File: src/rtl/instr_sequencer_if.sv
// instr_sequencer_if -- buffer load, run control and instruction/status bus of
// the instruction sequencer.
//   master : drives wr_en/wr_data, start/stop/clr/loop_en, hold_cycles, ALUResult
//   slave  : drives Instr, instr_valid, idx, count, full, busy, done, sig
interface instr_sequencer_if #(
  parameter int XLEN  = 32,
  parameter int DEPTH = 16
);
  localparam int AW = $clog2(DEPTH);

  logic            wr_en;
  logic [XLEN-1:0] wr_data;
  logic            start;
  logic            stop;
  logic            clr;
  logic            loop_en;
  logic [7:0]      hold_cycles;
  logic [XLEN-1:0] ALUResult;

  logic [XLEN-1:0] Instr;
  logic            instr_valid;
  logic [AW-1:0]   idx;
  logic [AW:0]     count;
  logic            full;
  logic            busy;
  logic            done;
  logic [XLEN-1:0] sig;

  modport master (
    output wr_en, wr_data, start, stop, clr, loop_en, hold_cycles, ALUResult,
    input  Instr, instr_valid, idx, count, full, busy, done, sig
  );

  modport slave (
    input  wr_en, wr_data, start, stop, clr, loop_en, hold_cycles, ALUResult,
    output Instr, instr_valid, idx, count, full, busy, done, sig
  );
endinterface

File: src/rtl/instr_sequencer.sv
// instr_sequencer -- loads up to DEPTH instruction words while IDLE, then
// replays them to a core (optionally looping), holding each word
// hold_cycles+1 cycles. Outside RUN the core sees NOP.
//   clk   : rising-edge clock
//   reset : synchronous, active-low
//   bus   : instr_sequencer_if.slave (load, run control, Instr/status)
// Optional feature macro INSTR_SEQ_SIG_EN: folds ALUResult into a rotate-XOR
// signature on the last hold cycle of each word. Without it sig is tied to 0.
module instr_sequencer #(
  parameter int              XLEN  = 32,
  parameter int              DEPTH = 16,
  parameter logic [XLEN-1:0] NOP   = XLEN'(32'h00000013)
) (
  input  logic               clk,
  input  logic               reset,
  instr_sequencer_if.slave   bus
);
  localparam int AW = $clog2(DEPTH);
  localparam int CW = AW + 1;

  typedef enum logic [1:0] {IDLE, RUN, DONE} state_t;

  state_t          state_q, state_d;
  logic [CW-1:0]   count_q, count_d;
  logic [AW-1:0]   idx_q,   idx_d;
  logic [7:0]      hold_q,  hold_d;   // extra cycles still to spend on current word
  logic            mem_we;
  logic            full;
  logic            word_end;
  logic            last_word;
  logic [XLEN-1:0] mem [DEPTH];

  assign full      = (count_q == CW'(DEPTH));
  assign word_end  = (hold_q == 8'd0);
  assign last_word = ({1'b0, idx_q} == count_q - CW'(1));

  always_comb begin
    state_d = state_q;
    count_d = count_q;
    idx_d   = idx_q;
    hold_d  = hold_q;
    mem_we  = 1'b0;
    if (bus.clr) begin
      state_d = IDLE;
      count_d = '0;
      idx_d   = '0;
      hold_d  = '0;
    end else begin
      case (state_q)
        IDLE: begin
          // a write always shadows a coincident start, even when it is dropped
          if (bus.wr_en) begin
            if (!full) begin
              mem_we  = 1'b1;
              count_d = count_q + CW'(1);
            end
          end else if (bus.start && count_q != '0) begin
            state_d = RUN;
            idx_d   = '0;
            hold_d  = bus.hold_cycles;
          end
        end
        RUN: begin
          if (bus.stop) begin
            state_d = DONE;
          end else if (word_end) begin
            if (last_word) begin
              if (bus.loop_en) begin
                idx_d  = '0;
                hold_d = bus.hold_cycles;
              end else begin
                state_d = DONE;
              end
            end else begin
              idx_d  = idx_q + AW'(1);
              hold_d = bus.hold_cycles;
            end
          end else begin
            hold_d = hold_q - 8'd1;
          end
        end
        DONE: begin
          if (bus.start) begin
            state_d = RUN;
            idx_d   = '0;
            hold_d  = bus.hold_cycles;
          end
        end
        default: state_d = IDLE;
      endcase
    end
  end

  always_ff @(posedge clk) begin
    if (!reset) begin
      state_q <= IDLE;
      count_q <= '0;
      idx_q   <= '0;
      hold_q  <= '0;
    end else begin
      state_q <= state_d;
      count_q <= count_d;
      idx_q   <= idx_d;
      hold_q  <= hold_d;
    end
  end

  // buffer has no reset; only entries below count are ever read
  always_ff @(posedge clk) begin
    if (mem_we) mem[count_q[AW-1:0]] <= bus.wr_data;
  end

`ifdef INSTR_SEQ_SIG_EN
  logic [XLEN-1:0] sig_q, sig_d;

  always_comb begin
    sig_d = sig_q;
    if (bus.clr)
      sig_d = '0;
    else if (state_q == RUN && word_end)
      sig_d = {sig_q[XLEN-2:0], sig_q[XLEN-1]} ^ bus.ALUResult;
  end

  always_ff @(posedge clk) begin
    if (!reset) sig_q <= '0;
    else        sig_q <= sig_d;
  end

  assign bus.sig = sig_q;
`else
  assign bus.sig = '0;
`endif

  assign bus.Instr       = (state_q == RUN) ? mem[idx_q] : NOP;
  assign bus.instr_valid = (state_q == RUN);
  assign bus.busy        = (state_q == RUN);
  assign bus.done        = (state_q == DONE);
  assign bus.idx         = idx_q;
  assign bus.count       = count_q;
  assign bus.full        = full;
endmodule

File: src/flat_wrapper.sv
// flat-port wrapper written by rule: the top's interface ports become plain ports
module instr_sequencer_flat 
#(
  parameter int              XLEN  = 32,
  parameter int              DEPTH = 16,
  parameter logic [XLEN-1:0] NOP   = XLEN'(32'h00000013)
)
  (clk, reset, bus_wr_en, bus_wr_data, bus_start, bus_stop, bus_clr, bus_loop_en, bus_hold_cycles, bus_ALUResult, bus_Instr, bus_instr_valid, bus_idx, bus_count, bus_full, bus_busy, bus_done, bus_sig);
  instr_sequencer_if #(.XLEN(XLEN), .DEPTH(DEPTH)) bus_i ();
  input  logic clk;
  input  logic reset;
  input wire logic [$bits(bus_i.wr_en)-1:0] bus_wr_en;
  input wire logic [$bits(bus_i.wr_data)-1:0] bus_wr_data;
  input wire logic [$bits(bus_i.start)-1:0] bus_start;
  input wire logic [$bits(bus_i.stop)-1:0] bus_stop;
  input wire logic [$bits(bus_i.clr)-1:0] bus_clr;
  input wire logic [$bits(bus_i.loop_en)-1:0] bus_loop_en;
  input wire logic [$bits(bus_i.hold_cycles)-1:0] bus_hold_cycles;
  input wire logic [$bits(bus_i.ALUResult)-1:0] bus_ALUResult;
  output wire logic [$bits(bus_i.Instr)-1:0] bus_Instr;
  output wire logic [$bits(bus_i.instr_valid)-1:0] bus_instr_valid;
  output wire logic [$bits(bus_i.idx)-1:0] bus_idx;
  output wire logic [$bits(bus_i.count)-1:0] bus_count;
  output wire logic [$bits(bus_i.full)-1:0] bus_full;
  output wire logic [$bits(bus_i.busy)-1:0] bus_busy;
  output wire logic [$bits(bus_i.done)-1:0] bus_done;
  output wire logic [$bits(bus_i.sig)-1:0] bus_sig;
  assign bus_i.wr_en = bus_wr_en;
  assign bus_i.wr_data = bus_wr_data;
  assign bus_i.start = bus_start;
  assign bus_i.stop = bus_stop;
  assign bus_i.clr = bus_clr;
  assign bus_i.loop_en = bus_loop_en;
  assign bus_i.hold_cycles = bus_hold_cycles;
  assign bus_i.ALUResult = bus_ALUResult;
  assign bus_Instr = bus_i.Instr;
  assign bus_instr_valid = bus_i.instr_valid;
  assign bus_idx = bus_i.idx;
  assign bus_count = bus_i.count;
  assign bus_full = bus_i.full;
  assign bus_busy = bus_i.busy;
  assign bus_done = bus_i.done;
  assign bus_sig = bus_i.sig;
  instr_sequencer #(.XLEN(XLEN), .DEPTH(DEPTH), .NOP(NOP)) u_core (.clk(clk), .reset(reset), .bus(bus_i));
endmodule
File: config.mk
export PLATFORM = sky130hd
export DESIGN_NAME = instr_sequencer_flat
export DESIGN_NICKNAME = d
export VERILOG_FILES = /design/src/rtl/instr_sequencer_if.sv /design/src/rtl/instr_sequencer.sv /design/src/flat_wrapper.sv
export SDC_FILE = /design/constraint.sdc
export NUM_CORES = 1
export LEC_CHECK = 0
export ABC_AREA = 1
export CAP_MARGIN = 20
export CORE_MARGIN = 2
export CORE_UTILIZATION = 45
export DETAILED_ROUTE_END_ITERATION = 10
export DONT_BUFFER_PORTS = 1
export PLACE_DENSITY_LB_ADDON = 0.05
export SETUP_SLACK_MARGIN = 0.02
export SLEW_MARGIN = 20
export SYNTH_ARGS = -nofsm -noshare
export SYNTH_HDL_FRONTEND = slang
export SYNTH_SLANG_ARGS = --single-unit
export TNS_END_PERCENT = 10
File: constraint.sdc
create_clock -name clk -period 8.03 [get_ports clk]
set_input_delay 1.2045 -clock clk [delete_from_list [all_inputs] [get_ports clk]]
set_output_delay 1.2045 -clock clk [all_outputs]
set_load 0.005 [all_outputs]
======== Word level (Yosys, flattened, before mapping) ========
Memory sizes are Yosys's and may differ from the RTL's. A register that Yosys moved wholly into a read port is not among the register bits.
Cells that the tools add are included.
word-level totals
  bits in registers ....................... 19
  memory bits (writable) .................. 512
  input port bits ......................... 79
  output and inout port bits .............. 77
  word-level logic and storage cells ...... 68
  memories ................................ 1
cells by class
  add/sub/neg operators ................... 4
  equal/unequal tests ..................... 14
  mux-type cells .......................... 33
  bitwise operators ....................... 2
  reduce and logical (&&, ||, !) cells .... 10
memories
  memory      depth  width  rd ports  clocked after memory_dff  wr ports  RTL line               source
  u_core.mem  16     32     1         1                         1         instr_sequencer.sv:31  logic [XLEN-1:0] mem [DEPTH];
operators with widths
  cell                 count
  $mux 8               7
  $mux 4               9
  $mux 32              1
  $pmux 8 s3           1
  $mux 2               7
  $pmux 4 s3           1
  $reduce_and 6->1     2
  $logic_not 8->1      1
  $sub 8x1->8 const B  1
  $reduce_and 7->1     1
  $mux 1               6
  $ne 2x2->1 const B   3
  $ne 3x2->1 const B   2
  $ne 3x3->1 const B   2
  $pmux 2 s3           1
  $add 5x1->5 const B  1
  $eq 4x5->1           1
  $eq 5x5->1 const B   1
  $reduce_bool 5->1    1
  $sub 5x1->5 const B  1
  $add 4x1->4 const B  1
  $ne 2x1->1 const B   2
  $ne 4x4->1 const B   1
  $reduce_and 3->1     1
  other kinds (7)      8

======== Longest topological paths before layout ========
Gate-level depths: netlist of the first run.
  depth after elaboration ................. 8
  gate-level depth with buffers ........... 13

======== Worst setup path before layout of the first run ========
OpenSTA, ideal clock, no wires.
  path type ............................... input to register
  start ................................... input bus_wr_en
  end ..................................... memory u_core.mem[11][0] (enable)
  arrival ................................. 3182 ps
  required time ........................... 7609 ps
  setup slack ............................. 4427 ps
  cell stages on the path ................. 6
  buffers on the path ..................... 0
  cell sequence ........................... inv_1 nor2_1 nand2_1 nor2_1 nand2_1 nor2_1
on the way
  cells in the longest elaborated chain, start to end .. 5
ends and longest elaborated chain
  what                          RTL line                source
  start, declared               flat_wrapper.sv:12      input wire logic [$bits(bus_i.wr_en)-1:0] bus_wr_en;
  $mux 1                        instr_sequencer.sv:52   if (bus.wr_en) begin
  $mux 1                        instr_sequencer.sv:49   case (state_q)
  $mux 1                        instr_sequencer.sv:43   if (bus.clr) begin
  $mux 1                        instr_sequencer.sv:110  if (mem_we) mem[count_q[AW-1:0]] <= bus.wr_data;
  $mux 1 (implied by the code)  instr_sequencer.sv:110
  end, declared                 instr_sequencer.sv:31
Every way passes these cells.

==> results of run 1 <==
## power by group through the flow
stage	clock (uW)	combinational [uW]	sequential (uW)
after floorplan	0	97.4	3130
after global placement	0	113	3140
after detailed placement	0	114	3140
after CTS	2590	115	3080
after global routing	2700	129	3080
final	2540	114	3080
## worst reg2reg max path: stages (launching register included)
cell and delay, ns:
dfxtp_1 0.48, inv_1 0.15, ha_1 0.29, nand3_1 0.14, nand2_1 0.15, nor2_1 0.20, nand2_1 0.27, nor2_4 0.58
buf_4 0.49
## per-stage QoR
step,hold WS [ns],instance area (um^2),setup WS [ns],std cells,utilization (%)
finish,0.486,23900,2.70,2283,50.3
global route,0.541,23900,2.33,2283,50.3
CTS,0.490,23900,2.45,2282,50.3
detailed placement,0.475,22000,3.12,2178,46.5
global placement,0.466,22000,3.18,2178,46.5
floorplan,0.452,21600,4.43,1681,-
## cells by family after synthesis
group | Yosys count | share of synthesized area, %
buf+inv | 182 | 4.00
fa+ha+maj | 7 | 0.407
compound gates | 477 | 13.4
xor+xnor | 4 | 0.163
other cells | 1 | 0.0174
simple gates | 444 | 8.51
flops | 535 | 73.5
## flip-flops by register name, summed over array words and instances, names as in the netlist, named ones only
register and count:
u_core.mem 512, u_core.hold_q 8, u_core.bus.count 5, u_core.bus.idx 4, u_core.state_q 2
## Yosys cell counts (all sizes together)
| cell | count |
|---|---|
| conb | 1 |
| nand3 | 50 |
| o21ai | 269 |
| nand2 | 67 |
| clkinv | 1 |
| buf | 58 |
| a31oi | 1 |
| inv | 37 |
| nor3 | 4 |
| a21oi | 45 |
| nand3b | 5 |
| nor2 | 310 |
| nor4 | 2 |
| o221ai | 95 |
| or2 | 2 |
| o211ai | 33 |
| dfxtp | 23 |
| nand4 | 4 |
| a21boi | 1 |
| o22ai | 33 |
| ha | 7 |
| xor2 | 4 |
| clkbuf | 86 |
| edfxtp | 512 |
## layer usage
metal	vias to the layer above	share of wire, %	global-route usage, %
met5	-	0	0
met4	0	1.8	5.61
li1	6088	-	-
met2	375	47	36.2
met3	73	5.9	4.01
met1	6702	45	30.6
## worst paths after layout
check | cells after the start | to | startpoint | slack (ns)
hold / removal | 2 | u_core.hold_q[1] | u_core.hold_q[1] | 0.49
setup reg to reg | 8 | u_core.mem[12][5] | u_core.bus.count[0] | 4.92
hold reg to reg | 2 | u_core.hold_q[1] | u_core.hold_q[1] | 0.49
setup / recovery | 7 | bus_Instr[16] | register | 2.70
## cells in the final DEF, fill, tap and decap left out, types with 25 or more instances in the layout
cell type	netlist	layout
a21oi_1	45	45
buf_4	35	25
clkbuf_16	0	60
conb_1	1	32
edfxtp_1	512	512
inv_1	32	30
nand2_1	64	63
nand3_1	50	50
nor2_1	303	287
o211ai_1	33	33
o21ai_0	266	266
o221ai_1	95	95
o22ai_1	33	33
## final cells by class
class,count,area [um^2],area share [%]
Tap cell,615,769,3.22
Multi-Input combinational cell,964,5070,21.2
Inverter,38,153,0.639
Clock buffer,79,1640,6.88
Timing Repair Buffer,27,219,0.917
Clock inverter,25,180,0.754
Sequential cell,535,15800,66.3
==> flow_summary.ini, run 1 <==
[clock_network]
clock_tree.root_cell = clkbuf_16
cts_resized = 0
h-tree-depth = 2
cts_sinks = 535
clock_path_buffers = 3
cts_tree = done
cts_setup_buffers = 0
hold_buffers = 0
cts.clk_slew.worst_paths_ns = 0.06
clk_latency_ns = 0.61
cts_made_buffers = 57

[power]
clkPwrFrac_pct = 44.3
power_uw = 5730
pwr-share-seq_pct = 53.7
p_sw_uw = 1140
internal_power_uw = 4590
powerDensity_nw_per_um2 = 240
swShare_pct = 20.0
combPwrFrac_pct = 2.0
p_leak_uw = 0.00769
ir_drop_mv = 0.146

[sta]
hold_violations = 0
relSlewSlack_pct = 29.9
finalCritPeriodShare_pct = 66.4
fmax_mhz = 187
drv_slew = 0
worst_pin_slew_ns = 1.05
finClkSkew_ns = 0.0217
finalSetupViolCount = 0
rsz0062_at_grt = no
finalSetupTns_ns = 0
min_period_ns = 5.33

[critical_path]
cp_slowest_cell = dfxtp_4
end_kind = output pin
slowest_delay_ns = 0.76
crit_top_cell = buf_4
required_ns = 6.83
worst_ep_arrival_time_ns = 4.13
path_max_fanout = 95
crit_path_cell_trace = buf_4 > buf_12 > buf_4 > o21ai_0 > o221ai_1 > o211ai_1 > a21oi_1
crit_type = reg2out
worstSetupStartpointType = register
path_buf_inv = 3
cp_top_family = buffers and inverters

[yosys]
synth_seq_area_share_pct = 73.5
ys_types = 38
syn_area_per_cell_um2 = 13.0
ys_seq_elements = 535
yosys-top-cells-area = edfxtp_1, o21ai_0, nor2_1
ys_warn_count = 0
yosysTopAreaCell = edfxtp_1
syn_area_um2 = 21500
synth_top_area_share_pct = 71.4
syn_inst = 1650

[floorplan]
dieArea_um2 = 49600
coreArea_um2 = 47400
start_util_pct = 45.4
io-pin-count = 156
dieHeight_um = 223
rows = 80
dieWidth_um = 223

[detailed_routing]
ant_nets = 0
drtPass1Iterations = 4
routed_wl_um = 55200
first_iter_violations = 1046
route.vias.total = 13200
drc = 0
wl_per_cell_um = 24.2
vias_per_cell = 5.80

[placement]
finalWeightedCongestion = 0.800
hpwl_um = 25600
numPortBuffers = 0

[global_route]
grt_pass1_wl_um = 81400
grt_max_degree = 113
grt_remaining_overflow = 0
grt_pass1_vias = 12800
antenna_found_initial = 0
grt_usage_pct = 22.1

[outcome]
outcome = complete, no violations

[run]
drv_cap = 0

[layout]
area_delta_synth_final_pct = 10.9
num-nets-final = 1709
nFillCells = 4079
diodes = 0
drive_gt1_share_pct = 9.23

[worst_hold_path]
min_path_type = reg2reg
Power figures use the tool's default switching activity.
==> run 2, diff against run 1 <==
==> constraint.sdc (replaced) <==
create_clock -name clk -period 4.9 [get_ports clk]
set_input_delay 0.735 -clock clk [delete_from_list [all_inputs] [get_ports clk]]
set_output_delay 0.735 -clock clk [all_outputs]
set_load 0.005 [all_outputs]
==> run 2 against run 1 <==
Effect of this change:
- combinational power increased by 68%
- critical path depth shrank 1
- utilization shrank 0.18 points
- clock power is 54% higher
- clock-buffer cell count unchanged
- design area decreased by 0.36%
- power grew 60%
- die area stayed put
- via count about the same
- flip-flop and latch count is the same
- critical endpoint is now bus_Instr[12]
- largest cell class unchanged
==> flow_summary.ini, run 2 (synthesized netlist as in run 1, its figures left out) <==
[worst_hold_path]
hp-start = bus_wr_data[1]
min_path_type = in2reg

[global_route]
grt_usage_pct = 22.4
grt_use_met2_pct = 36.2
grt_use_met3_pct = 3.81
grt_pass1_wl_um = 82700
antenna_found_initial = 0
grt_remaining_overflow = 0
grt_pass1_vias = 13000
met1_usage_pct = 31.6
busiest_layer = met2
grt_max_degree = 129

[critical_path]
end_kind = output pin
worstSetupStartpointType = register
crit_type = reg2out
path_max_fanout = 113
worstReg2RegStart = u_core.bus.count[0]
worst_ep_arrival_time_ns = 3.19
required_ns = 4.16

[detailed_routing]
drtPass1Iterations = 5
routed_wl_um = 55300
vias_per_cell = 5.79
drc = 0
route.vias.total = 13200
first_iter_violations = 1200
ant_nets = 0
wl_per_cell_um = 24.2

[floorplan]
coreArea_um2 = 47400
rows = 80
dieArea_um2 = 49600
io-pin-count = 156
dieHeight_um = 223
start_util_pct = 45.4
dieWidth_um = 223

[layout]
final_common_cell = edfxtp_1
multi_input_area_um2 = 5070
drive_gt1_share_pct = 8.49
layout_common_cells = edfxtp_1, nor2_1, o21ai_0
largest_reg_flops = 512
nFillCells = 4152
diodes = 0
postLayoutCellArea_um2 = 23800
area_delta_synth_final_pct = 10.5
seqCellArea_um2 = 15800
num-nets-final = 1716

[sta]
finalSetupTns_ns = 0
fmax_mhz = 255
relSlewSlack_pct = 29.0
drv_slew = 0
min_period_ns = 3.92
rsz0062_at_grt = no
finalCritPeriodShare_pct = 80.1
finalSetupViolCount = 0
finClkSkew_ns = 0.0163
hold_violations = 0
worst_pin_slew_ns = 1.06

[clock_network]
clock_path_buffers = 3
clk_latency_ns = 0.60
cts_tree = done
cts_resized = 0
h-tree-depth = 2
clock_tree.root_cell = clkbuf_16
cts_made_buffers = 56
cts_setup_buffers = 0
cts.clk_slew.worst_paths_ns = 0.06
cts_sinks = 535
hold_buffers = 0

[power]
powerDensity_nw_per_um2 = 385
p_leak_uw = 0.00763
ir_drop_mv = 0.230

[run]
drv_cap = 0

[outcome]
outcome = complete, no violations

[placement]
numPortBuffers = 0
hpwl_um = 28400
finalWeightedCongestion = 0.758
placed_area_um2 = 22100
run 2: worst paths after layout:
path         slack, ns  cells past startpoint           endpoint
max               0.98                      6      bus_Instr[12]
min               0.22                      0   u_core.mem[5][1]
max reg2reg       1.70                      8  u_core.mem[6][24]
min reg2reg       0.49                      2   u_core.hold_q[1]
run 2: final cells by class:
class,count,area share [%]
Clock buffer,79,6.34
Clock inverter,22,0.605
Tap cell,615,3.23
Multi-Input combinational cell,964,21.3
Timing Repair Buffer,35,1.26
Inverter,38,0.652
Sequential cell,535,66.6
run 2: per-layer routing:
metal,part of all wire (%),vias up
met4,1.8,0
met5,0,-
met2,47,404
met1,45,6672
met3,6.2,71
li1,-,6101
run 2: worst max-delay path: stages (launching register included):
cell	delay, ns
dfxtp_4	0.55
inv_6	0.74
buf_4	0.45
o21ai_0	0.14
o221ai_1	0.24
o211ai_1	0.16
a21oi_1	0.26
run 2: per-stage QoR:
| step | power, uW | instances | utilization, % | hold slack (ns) | worst slack (ns) |
|---|---|---|---|---|---|
| 6_report | 9150 | 2288 | 50.2 | 0.223 | 0.976 |
| 5_1_grt | 9420 | 2288 | 50.2 | 0.198 | 0.682 |
| 4_1_cts | 9230 | 2288 | 50.2 | 0.195 | 0.876 |
| 3_5_place_dp | 5330 | 2187 | 46.7 | 0.485 | 1.52 |
| 3_3_place_gp | 5330 | 2186 | 46.6 | 0.474 | 1.58 |
| 2_1_floorplan | 5290 | 1681 | - | 0.452 | 1.77 |
run 2: power breakdown:
part           leakage [uW]  switching [uW]  internal [uW]  total (uW)
combinational       0.00203             135           57.4         192
clock              0.000796            1690           2230        3920
sequential          0.00480            14.0           5030        5040
==> run 3, diff against run 2 <==
==> constraint.sdc (replaced) <==
create_clock -name clk -period 3.51 [get_ports clk]
set_input_delay 0.5265 -clock clk [delete_from_list [all_inputs] [get_ports clk]]
set_output_delay 0.5265 -clock clk [all_outputs]
set_load 0.005 [all_outputs]
==> run 3 against run 2 <==
Effect of this change:
- first-iteration DRC count down 9.5%
- non-clock buffer count up 38
- final cell count up 1.6%
- largest power group unchanged
- design area up 1.9%
- critical path type unchanged
==> flow_summary.ini, run 3 (synthesized netlist as in run 1, its figures left out) <==
[detailed_routing]
vias_per_cell = 5.70
routed_wl_um = 53800
first_iter_violations = 1086
drtPass1Iterations = 5
ant_nets = 0
route.vias.total = 13200
drc = 0
wl_per_cell_um = 23.2

[worst_hold_path]
hp-start = bus_stop
hold_end = u_core.state_q[1]
whs_path_depth = 4
min_path_type = in2reg

[critical_path]
cp_top_family = buffers and inverters
slowest_delay_ns = 0.48
end_kind = output pin
path_max_fanout = 38
crit_type = reg2out
reg2reg_depth = 8
cp_slowest_cell = buf_4
r2r_slack_ns = 0.74
worst_ep_arrival_time_ns = 2.53
rr_endpoint = u_core.mem[4][2]
worstSetupStartpointType = register
crit_path_cell_trace = inv_4 > buf_4 > o21ai_0 > o221ai_1 > nand3_1 > a21oi_1
path_buf_inv = 2
required_ns = 2.98
worstReg2RegStart = u_core.bus.count[0]

[clock_network]
cts.clk_slew.worst_paths_ns = 0.06
cts_sinks = 535
clk_latency_ns = 0.61
cts_tree = done
cts_made_buffers = 54
cts_resized = 0
h-tree-depth = 2
clock_path_buffers = 3
clock_tree.root_cell = clkbuf_16

[floorplan]
dieHeight_um = 223
dieWidth_um = 223
rows = 80
io-pin-count = 156
start_util_pct = 45.4
coreArea_um2 = 47400
dieArea_um2 = 49600

[layout]
drive_gt1_share_pct = 9.02
final_common_cell = edfxtp_1
nFillCells = 4076
largest_reg_flops = 512
fin_cells = 2324
layout_common_cells = edfxtp_1, nor2_1, o21ai_0
num-nets-final = 1752
area_delta_synth_final_pct = 12.7

[placement]
placed_cells = 2193
numPortBuffers = 0
hpwl_um = 26800
finalWeightedCongestion = 0.805

[power]
ir_drop_mv = 0.296
p_leak_uw = 0.00782
combPwrFrac_pct = 3.0
power_uw = 12800
p_sw_uw = 2640
internal_power_uw = 10100
pwr-share-seq_pct = 55.2
powerDensity_nw_per_um2 = 526
swShare_pct = 20.7
clkPwrFrac_pct = 41.9

[sta]
finalCritPeriodShare_pct = 87.1
finalSetupTns_ns = 0
hold_violations = 0
worst_pin_slew_ns = 0.857
drv_slew = 0
min_period_ns = 3.06
fmax_mhz = 327
finalSetupViolCount = 0
finClkSkew_ns = 0.0135
relSlewSlack_pct = 42.7
rsz0062_at_grt = no

[run]
drv_cap = 0

[global_route]
antenna_found_initial = 1
grt_usage_pct = 21.8
grt_max_degree = 129
grt_pass1_wl_um = 80700
grt_remaining_overflow = 0
grt_pass1_vias = 13000

[outcome]
outcome = complete, no violations
[run 3: changes by cell type in the layout (fill, tap and decap cells not counted), sizes merged]
| cell | change |
|---|---|
| dlygate4sd3 | +32 |
| diode | +1 |
| bufinv | -1 |
| clkbuf | -3 |
| inv | +1 |
| buf | +6 |
[run 3: routing by layer]
metal  vias up  share of wire [%]  GRT usage, %
met1      6606                 45          30.5
li1       6180                  -             -
met3        77                5.8          4.31
met5         -                  0             0
met2       377                 47          34.9
met4         0                2.0          5.85
[run 3: power groups by stage]
| stage | registers [uW] | clock network [uW] | logic, uW |
|---|---|---|---|
| 2_1_floorplan | 7170 | 0 | 223 |
| 3_5_place_dp | 7170 | 0 | 278 |
| 6_report | 7030 | 5340 | 378 |
| 3_3_place_gp | 7170 | 0 | 276 |
| 4_1_cts | 7030 | 5470 | 382 |
| 5_1_grt | 7030 | 5700 | 425 |
[run 3: worst register-to-register path: stages (launching register included)]
cell and delay (ns):
dfxtp_1 0.47, inv_1 0.14, ha_1 0.27, nand3_1 0.14, nand2_1 0.15, nor2_1 0.20
nand2_1 0.29, nor2_4 0.49, buf_12 0.29
[run 3: cell type report]
| type | instances | area, um^2 | area share [%] |
|---|---|---|---|
| inverters | 38 | 153 | 0.629 |
| well taps | 615 | 769 | 3.17 |
| clock inverters | 22 | 130 | 0.536 |
| multi-input cells | 964 | 5070 | 20.9 |
| clock buffers | 76 | 1480 | 6.08 |
| flip-flops and latches | 535 | 15800 | 65.3 |
| diodes | 1 | 2.50 | 0.0103 |
| repair buffers | 73 | 803 | 3.31 |
[run 3: what timing repair did]
| action | CTS | global route |
|---|---|---|
| endpoints found under the setup margin | 0 | 0 |
| setup buffers | 0 | 0 |
| hold buffers | 32 | 0 |
| endpoints found under the hold margin | 512 | 0 |
[run 3: stage by stage]
stage / setup slack (ns) / util (%) / cell area [um^2] / hold WS, ns
6_report: 0.453 / 51.1 / 24300 / 0.129
2_1_floorplan: 0.407 / - / 21600 / 0.452
3_5_place_dp: 0.704 / 47.1 / 22300 / 0.473
5_1_grt: 0.199 / 51.1 / 24300 / 0.135
4_1_cts: 0.389 / 51.1 / 24300 / 0.107
3_3_place_gp: 0.750 / 47.1 / 22300 / 0.464
[run 3: worst max-delay path by stage]
stage                         from                end  slack, ns  cells after the start
2_1_floorplan  u_core.bus.count[0]  u_core.mem[11][0]       0.41                      7
3_3_place_gp   u_core.bus.count[0]   u_core.mem[4][0]       0.75                      8
3_5_place_dp   u_core.bus.count[0]   u_core.mem[4][5]       0.70                      8
4_1_cts                   register      bus_Instr[30]       0.39                      6
5_1_grt                   register      bus_Instr[16]       0.20                      6
6_report                  register      bus_Instr[30]       0.45                      6
